`src/rtl/axi_store_unit.sv`:
```
// Purpose : MEM-stage store master; one single-beat AXI4 write (AW/W/B) per store request.
// Latency : accept -> done in 3 cycles minimum (AW/W at +1, B at +2); misaligned rejected in 1 cycle.
// Backpres: req_ready low while a store is in flight; AW and W each hold until their own ready.
//
// Optional feature macro: STORE_POSTED_EN
//    defined   - done pulses after the AW/W handshakes; up to two B responses collected in background
//    undefined - done pulses only after the B response (non-posted)
//
// Ports:
//    clk, reset          clock, synchronous active-high reset
//    req_*               store request from the pipeline (valid/ready, addr, right-aligned data, size)
//    done, misalign      one-cycle retire pulse; misalign marks a rejected unaligned request
//    bus_err             sticky error flag, set by any non-OKAY B response, cleared by reset
//    m_axi_aw*/w*/b*     AXI4 write channels of the shared master port
module axi_store_unit #(
   parameter int ID_WIDTH   = 13,
   parameter int ADDR_WIDTH = 64,
   parameter int DATA_WIDTH = 64,
   parameter int WR_ID      = 1
) (
   input  logic                    clk,
   input  logic                    reset,

   input  logic                    req_valid,
   output logic                    req_ready,
   input  logic [ADDR_WIDTH-1:0]   req_addr,
   input  logic [DATA_WIDTH-1:0]   req_data,
   input  logic [1:0]              req_size,

   output logic                    done,
   output logic                    misalign,
   output logic                    bus_err,

   output logic [ID_WIDTH-1:0]     m_axi_awid,
   output logic [ADDR_WIDTH-1:0]   m_axi_awaddr,
   output logic [7:0]              m_axi_awlen,
   output logic [2:0]              m_axi_awsize,
   output logic [1:0]              m_axi_awburst,
   output logic                    m_axi_awlock,
   output logic [3:0]              m_axi_awcache,
   output logic [2:0]              m_axi_awprot,
   output logic                    m_axi_awvalid,
   input  logic                    m_axi_awready,

   output logic [DATA_WIDTH-1:0]   m_axi_wdata,
   output logic [DATA_WIDTH/8-1:0] m_axi_wstrb,
   output logic                    m_axi_wlast,
   output logic                    m_axi_wvalid,
   input  logic                    m_axi_wready,

   input  logic [ID_WIDTH-1:0]     m_axi_bid,
   input  logic [1:0]              m_axi_bresp,
   input  logic                    m_axi_bvalid,
   output logic                    m_axi_bready
);

   localparam int STRB_WIDTH = DATA_WIDTH / 8;

   typedef enum logic [1:0] {
      IDLE  = 2'd0,
      ISSUE = 2'd1,
      RESP  = 2'd2
   } state_t;

   state_t state, state_nxt;

   // Request captured at accept; these registers drive AW/W directly so the
   // payload is stable for as long as the valids are up.
   logic [ADDR_WIDTH-1:0]  addr_q;
   logic [1:0]             size_q;
   logic [DATA_WIDTH-1:0]  wdata_q;
   logic [STRB_WIDTH-1:0]  wstrb_q;

   // Per-channel "handshake already happened" flags for the current request.
   logic aw_sent, w_sent;

   logic done_q, misalign_q, bus_err_q;

   logic aw_hs, w_hs, b_hs;
   logic accept;
   logic req_unaligned;
   logic issue_done;
   logic retire;

   logic [2:0]            align_mask;
   logic [7:0]            strb_base;
   logic [DATA_WIDTH-1:0] data_masked;

   // bid is deliberately ignored: only one write ID is ever issued.
   logic unused_bid;
   assign unused_bid = ^m_axi_bid;

`ifdef STORE_POSTED_EN
   // Writes whose AW/W are done but whose B response has not arrived yet.
   logic [1:0] out_cnt;
`endif

   // ----------------------------------------------------------------------
   // Request decode: alignment mask, lane strobe and data masking by size
   // ----------------------------------------------------------------------
   always_comb begin
      align_mask  = 3'b000;
      strb_base   = 8'h01;
      data_masked = '0;
      case (req_size)
         2'd0: begin
            align_mask  = 3'b000;
            strb_base   = 8'h01;
            data_masked = {{(DATA_WIDTH-8){1'b0}},  req_data[7:0]};
         end
         2'd1: begin
            align_mask  = 3'b001;
            strb_base   = 8'h03;
            data_masked = {{(DATA_WIDTH-16){1'b0}}, req_data[15:0]};
         end
         2'd2: begin
            align_mask  = 3'b011;
            strb_base   = 8'h0F;
            data_masked = {{(DATA_WIDTH-32){1'b0}}, req_data[31:0]};
         end
         default: begin
            align_mask  = 3'b111;
            strb_base   = 8'hFF;
            data_masked = req_data;
         end
      endcase
   end

   assign req_unaligned = |(req_addr[2:0] & align_mask);
   assign accept        = req_valid && req_ready;

   assign aw_hs = m_axi_awvalid && m_axi_awready;
   assign w_hs  = m_axi_wvalid  && m_axi_wready;
   assign b_hs  = m_axi_bvalid  && m_axi_bready;

   // Both channels finished, counting a handshake that lands this cycle.
   assign issue_done = (state == ISSUE) && (aw_sent || aw_hs) && (w_sent || w_hs);

`ifdef STORE_POSTED_EN
   assign retire = issue_done;
`else
   assign retire = (state == RESP) && b_hs;
`endif

   // ----------------------------------------------------------------------
   // FSM: next state and channel controls
   // ----------------------------------------------------------------------
   always_comb begin
      state_nxt     = state;
      req_ready     = 1'b0;
      m_axi_awvalid = 1'b0;
      m_axi_wvalid  = 1'b0;
      m_axi_bready  = 1'b0;

      case (state)
         IDLE: begin
`ifdef STORE_POSTED_EN
            req_ready = (out_cnt < 2'd2);
`else
            req_ready = 1'b1;
`endif
            if (accept && !req_unaligned) begin
               state_nxt = ISSUE;
            end
         end
         ISSUE: begin
            m_axi_awvalid = !aw_sent;
            m_axi_wvalid  = !w_sent;
            if (issue_done) begin
`ifdef STORE_POSTED_EN
               state_nxt = IDLE;
`else
               state_nxt = RESP;
`endif
            end
         end
         RESP: begin
            m_axi_bready = 1'b1;
            if (m_axi_bvalid) begin
               state_nxt = IDLE;
            end
         end
         default: begin
            state_nxt = IDLE;
         end
      endcase

`ifdef STORE_POSTED_EN
      // B is drained in the background, independent of the FSM state.
      m_axi_bready = (out_cnt != 2'd0);
`endif
   end

   // ----------------------------------------------------------------------
   // Sequential state
   // ----------------------------------------------------------------------
   always_ff @(posedge clk) begin
      if (reset) begin
         state      <= IDLE;
         addr_q     <= '0;
         size_q     <= '0;
         wdata_q    <= '0;
         wstrb_q    <= '0;
         aw_sent    <= 1'b0;
         w_sent     <= 1'b0;
         done_q     <= 1'b0;
         misalign_q <= 1'b0;
         bus_err_q  <= 1'b0;
      end else begin
         state <= state_nxt;

         if (accept && !req_unaligned) begin
            addr_q  <= req_addr;
            size_q  <= req_size;
            wdata_q <= data_masked << {req_addr[2:0], 3'b000};
            wstrb_q <= strb_base << req_addr[2:0];
         end

         // Flags are cleared whenever we leave ISSUE so the next request
         // starts with both channels pending.
         if (state != ISSUE || issue_done) begin
            aw_sent <= 1'b0;
            w_sent  <= 1'b0;
         end else begin
            if (aw_hs) aw_sent <= 1'b1;
            if (w_hs)  w_sent  <= 1'b1;
         end

         done_q     <= retire || (accept && req_unaligned);
         misalign_q <= accept && req_unaligned;

         if (b_hs && (m_axi_bresp != 2'b00)) begin
            bus_err_q <= 1'b1;
         end
      end
   end

`ifdef STORE_POSTED_EN
   // A completion and a B response in the same cycle cancel out.
   always_ff @(posedge clk) begin
      if (reset) begin
         out_cnt <= 2'd0;
      end else begin
         case ({issue_done, b_hs})
            2'b10:   out_cnt <= out_cnt + 2'd1;
            2'b01:   out_cnt <= out_cnt - 2'd1;
            default: out_cnt <= out_cnt;
         endcase
      end
   end
`endif

   // ----------------------------------------------------------------------
   // Outputs
   // ----------------------------------------------------------------------
   assign done     = done_q;
   assign misalign = misalign_q;
   assign bus_err  = bus_err_q;

   assign m_axi_awid    = ID_WIDTH'(WR_ID);
   assign m_axi_awaddr  = addr_q;
   assign m_axi_awlen   = 8'd0;
   assign m_axi_awsize  = {1'b0, size_q};
   assign m_axi_awburst = 2'b01;
   assign m_axi_awlock  = 1'b0;
   assign m_axi_awcache = 4'd0;
   assign m_axi_awprot  = 3'd0;

   assign m_axi_wdata = wdata_q;
   assign m_axi_wstrb = wstrb_q;
   assign m_axi_wlast = 1'b1;

endmodule
```
`config.mk`:
```
export PLATFORM = sky130hd
export DESIGN_NAME = axi_store_unit
export DESIGN_NICKNAME = d
export VERILOG_FILES = /design/src/rtl/axi_store_unit.sv
export SDC_FILE = /design/constraint.sdc
export NUM_CORES = 1
export LEC_CHECK = 0
export BUFFER_PORTS_ARGS = -buffer_cell sky130_fd_sc_hd__buf_2
export CORE_UTILIZATION = 30
export DETAILED_ROUTE_END_ITERATION = 10
export HOLD_SLACK_MARGIN = 0.15
export PLACE_DENSITY = 0.56
export SLEW_MARGIN = 0
export SYNTH_ARGS = -nofsm -noshare
export SYNTH_HDL_FRONTEND = slang
export SYNTH_SLANG_ARGS = --single-unit
```
`constraint.sdc`:
```
create_clock -name clk -period 4.9 [get_ports clk]
set_clock_uncertainty 0.2 [all_clocks]
set_input_delay 0.98 -clock clk [delete_from_list [all_inputs] [get_ports clk]]
set_output_delay 0.98 -clock clk [all_outputs]
set_load 0.01 [all_outputs]
```
==> impl_metrics.yaml, run 1 <==
die:
  die_area_um2: 22800
  row_count: 54
  coreArea_um2: 21800
  die_w_um: 151
  die_h_um: 151
  initial_utilization: 0.305
  io_pins: 329
job:
  drv_cap: 0
logic_synthesis:
  yosys_warnings: 0
  synth_cell_types: 49
  synth_top_cell_by_area: "dfxtp_1"
  synth_seq_area_share: 0.436
  synth_edf_count: 0
  synthesis.area_um2: 6660
  ys.flop_type: "dfxtp_1"
  synth.most_common_cell: "nand2_1"
  syn_avg_cell_area_um2: 8.03
  netlist.area_leader.share: 0.436
  ys_seq_elements: 145
  synth_common_cells: "nand2_1, dfxtp_1, a21oi_1"
  synthCells: 829
  synthArstFlopShare: 0
  yosys-top-cells-area: "dfxtp_1, nand2_1, a21oi_1"
grt:
  grt_pass1_wl_mm: 34.6
  grt_use_total: 0.202
  antenna_found_initial: 6
  grt_remaining_overflow: 0
  grt_pass1_vias: 5885
  grt_max_degree: 73
clock_network:
  clockRootBuffer: "clkbuf_16"
  ctsResizeCount: 0
  clkTransAtPathRegs_ns: 0.07
  clock-sinks: 145
  cts_tree: "done"
  clockBufferDepth: 2
  post-cts-setup-buffers: 0
  insertion_delay_ns: 0.42
  hold_buffers: 0
  cts_made_buffers: 17
  h-tree-depth: 4
routing:
  antenna_left: 0
  post_drt_wl_per_cell_um: 17.3
  vias: 6742
  first_iter_violations: 473
  firstDrtPassIters: 6
  drcViolationCount: 0
  drt-total-wl_mm: 23.7
  via_per_inst: 4.92
pwr:
  ir_drop_mv: 0.221
  power.density_nw_per_um2: 363
  finalPower_mw: 3.17
  power.leakage_nw: 3.92
final_layout:
  drive_above_1_share: 0.321
  area_delta_synth_final_pct: 31.5
  design_area_um2: 8750
  final_nets: 1222
run_status:
  status: "complete, no violations"
timing:
  finalSetupViolations: 0
  rsz0062_at_grt: "no"
  fin_ws_ns: 1.82
  slew_violations: 0
  worstMarginPinSlew_ns: 0.962
  slew_headroom: 0.354
  max_freq_mhz: 325
  timing.final.crit_share: 0.629
  min_period_ns: 3.08
  finalSetupTns_ns: 0
  finalHoldViolCount: 0
placed_design:
  hpwl_mm: 17.1
  post_dp_cell_area_um2: 8070
  gp_congestion: 0.809
  dp_worst_setup_slack_ns: 1.36
  numPortBuffers: 282
worst_setup_path:
  crit_arrival_ns: 3.18
  critical_path_class: "primary input to flop"
  cp_max_fo: 65
  cp-end-kind: "flop"
  cp-start-kind: "primary input"
  worstPathRequired_ns: 5.00
min_path:
  hold_class: "flop to flop"
[routing by layer]
metal  wire length [um]  track usage
met3               1610       0.0512
met2              11100        0.317
met1              10700        0.264
met5                  0            0
met4                338       0.0780
[critical path, stage by stage]
cell and delay [ns]:
buf_2 0.42, a21o_1 0.29, a221o_4 0.70, buf_4 0.36
nor3_1 0.09, a221oi_1 0.21, nor2_1 0.06
[cells by family (layout without fill, tap and decap cells)]
| group | after synthesis | count (layout) | share of synthesized area |
|---|---|---|---|
| compound gates | 222 | 222 | 0.208 |
| buf+inv | 106 | 330 | 0.0872 |
| flops | 145 | 145 | 0.436 |
| mux | 35 | 35 | 0.0607 |
| other cells | 2 | 40 | 0.00113 |
| simple gates | 319 | 319 | 0.207 |
[final timing paths]
path	startpoint	endpoint	slack, ns	cells past startpoint
worst max-delay path	req_size[1]	m_axi_wdata[33]	1.82	7
worst min register to register	bus_err	bus_err	0.24	2
worst min-delay path	bus_err	bus_err	0.24	2
worst max register to register	state[1]	m_axi_wdata[11]	2.35	6
[power breakdown]
part           internal, mW  switching, mW
Sequential             1.23         0.0235
Combinational         0.166          0.286
Clock                 0.935          0.535
Total                  2.33          0.845
[final cells by class]
cell class / count / area [um^2]
timing repair buffer: 294 / 1500
clock buffer: 20 / 457
fill: 2317 / 13100
multi-input combinational: 609 / 3300
antenna: 7 / 17.5
inverter: 4 / 15.0
tap: 280 / 350
clock inverter: 12 / 205
sequential: 145 / 2900
[placed cells by master (no fill, tap or decap), drive strengths merged, types with 13 or more instances in the layout]
| cell type | Yosys | routed |
|---|---|---|
| clkbuf | 39 | 20 |
| conb | 2 | 33 |
| nand2 | 170 | 170 |
| mux2i | 19 | 19 |
| o21ai | 26 | 26 |
| dfxtp | 145 | 145 |
| nand3 | 22 | 22 |
| mux2 | 13 | 13 |
| a21oi | 114 | 114 |
| nor3 | 29 | 29 |
| a22oi | 35 | 35 |
| nor2 | 61 | 61 |
| buf | 63 | 294 |
[registers in the layout, indices dropped and copies added (netlist names), 2 cells and up]
| signal | count |
|---|---|
| state | 2 |
| size_q | 2 |
| m_axi_wdata | 64 |
| m_axi_wstrb | 8 |
| m_axi_awaddr | 64 |
[metrics by stage]
step | util | hold WS, ns | instances
floorplan | - | 0.270 | 860
CTS | 0.400 | 0.249 | 1364
global placement | 0.370 | 0.233 | 1332
global route | 0.401 | 0.267 | 1369
detailed placement | 0.370 | 0.239 | 1332
finish | 0.401 | 0.243 | 1371
(Power assumes the default switching activity.)
==> inputs of run 2 (changes only) <==
clock period = 3 ns   (was 4.9 ns; I/O delays follow)
==> impl_metrics.yaml, run 2 (synthesis gave the netlist of run 1 again) <==
final_layout:
  fin_cells: 1380
  design_area_um2: 8770
  area_delta_synth_final_pct: 31.8
  drive_above_1_share: 0.330
  final_common_cell: "buf_2"
  final_nets: 1236
  final_cell_mix: "buf_2, nand2_1, dfxtp_1"
timing:
  finalHoldViolCount: 0
  slew_violations: 0
  timing.final.crit_share: 0.787
  worstMarginPinSlew_ns: 0.709
  max_freq_mhz: 423
  min_period_ns: 2.36
  rsz0062_at_grt: "no"
  slew_headroom: 0.526
  finalSetupTns_ns: 0
  finalSetupViolations: 0
min_path:
  holdPathEnd: "m_axi_awaddr[19]"
  hold_class: "primary input to flop"
  hp-start: "req_addr[19]"
  whs_path_depth: 3
grt:
  grt_use_total: 0.201
  antenna_found_initial: 3
  grt_remaining_overflow: 0
  grt_pass1_vias: 5934
  grt_pass1_wl_mm: 34.6
  grt_max_degree: 73
routing:
  drt-total-wl_mm: 23.9
  firstDrtPassIters: 8
  antenna_left: 0
  post_drt_wl_per_cell_um: 17.3
  via_per_inst: 4.89
  first_iter_violations: 521
  drcViolationCount: 0
  vias: 6748
placed_design:
  dp_cells: 1346
  numPortBuffers: 282
  gp_congestion: 0.845
  hpwl_mm: 17.5
  post_dp_cell_area_um2: 8200
clock_network:
  post-cts-setup-buffers: 0
  clock-sinks: 145
  ctsResizeCount: 0
  clkTransAtPathRegs_ns: 0.07
  insertion_delay_ns: 0.42
  clockBufferDepth: 2
  hold_buffers: 0
  cts_made_buffers: 17
  h-tree-depth: 4
  cts_tree: "done"
  clockRootBuffer: "clkbuf_16"
die:
  die_area_um2: 22800
  coreArea_um2: 21800
  initial_utilization: 0.305
  row_count: 54
  die_h_um: 151
  io_pins: 329
  die_w_um: 151
worst_setup_path:
  crit_path_max_incr_delay_ns: 0.52
  timing.rr.end: "m_axi_wdata[11]"
  critical_path_class: "flop to flop"
  cp-start-kind: "flop"
  regToRegStartpoint: "state[1]"
  ff2ff_setup_slack_ns: 0.64
  crit_chain: "or3b_4 -> a221o_4 -> buf_4 -> nor4_1 -> a21oi_1 -> nor2_1"
  rr_worst_depth: 6
  worst_path_max_delay_cell: "a221o_4"
  worstPathRequired_ns: 3.16
  cp-end-kind: "flop"
  cp_max_fo: 33
  crit_arrival_ns: 2.52
pwr:
  ir_drop_mv: 0.358
  power.leakage_nw: 3.95
  power.density_nw_per_um2: 555
run_status:
  status: "complete, no violations"
job:
  drv_cap: 0
-- run 2: cell types whose count changed in the layout (fill, tap and decap cells not counted), sizes merged --
cell,before,now
diode,7,2
bufinv,5,1
clkinv,5,8
buf,294,308
inv,4,5
-- run 2: final cells by class --
class | count | area (um^2)
fill | 2372 | 13000
multi-input combinational | 609 | 3300
sequential | 145 | 2900
timing repair buffer | 308 | 1630
clock buffer | 20 | 457
tap | 280 | 350
clock inverter | 12 | 109
inverter | 4 | 15.0
antenna | 2 | 5.00
-- run 2: how the worst max path moves through the flow --
stage / startpoint / endpoint / slack (ns)
final: state[1] / m_axi_wdata[11] / 0.64
after floorplan: req_size[1] / m_axi_wdata[32] / 0.71
after global placement: req_addr[2] / m_axi_wdata[56] / 0.21
after CTS: req_size[1] / m_axi_awaddr[6] / 0.64
after global routing: req_size[1] / size_q[1] / 0.48
after detailed placement: req_size[1] / m_axi_awaddr[31] / 0.21
-- run 2: where the power goes --
group          internal [mW]  switching (mW)
clock network           1.19           0.875
logic                  0.289           0.474
registers               2.01          0.0385
-- run 2: per-layer routing --
layer / wire (um) / track usage / up-vias
met3: 1790 / 0.0485 / 35
met1: 10600 / 0.261 / 3096
met4: 554 / 0.0780 / 2
li1: - / - / 3341
met5: 8 / 0 / -
met2: 11000 / 0.321 / 274
-- run 2: stage by stage --
step           hold slack (ns)  worst slack, ns  power (mW)   util
5_1_grt                  0.209            0.478        5.09  0.402
2_1_floorplan            0.270            0.710        2.56      -
6_report                 0.212            0.639        4.87  0.402
4_1_cts                  0.197            0.639        4.93  0.402
3_3_place_gp             0.236            0.212        2.85  0.376
3_5_place_dp             0.242            0.209        2.85  0.376
-- run 2: critical path, delay by kind of cell (launching register included) --
family                 cells  cell delay, ns
AO/OA/AOI/OAI              2            0.59
flip-flops                 1            0.33
AND/OR/NAND/NOR            3            0.90
buffers and inverters      1            0.26
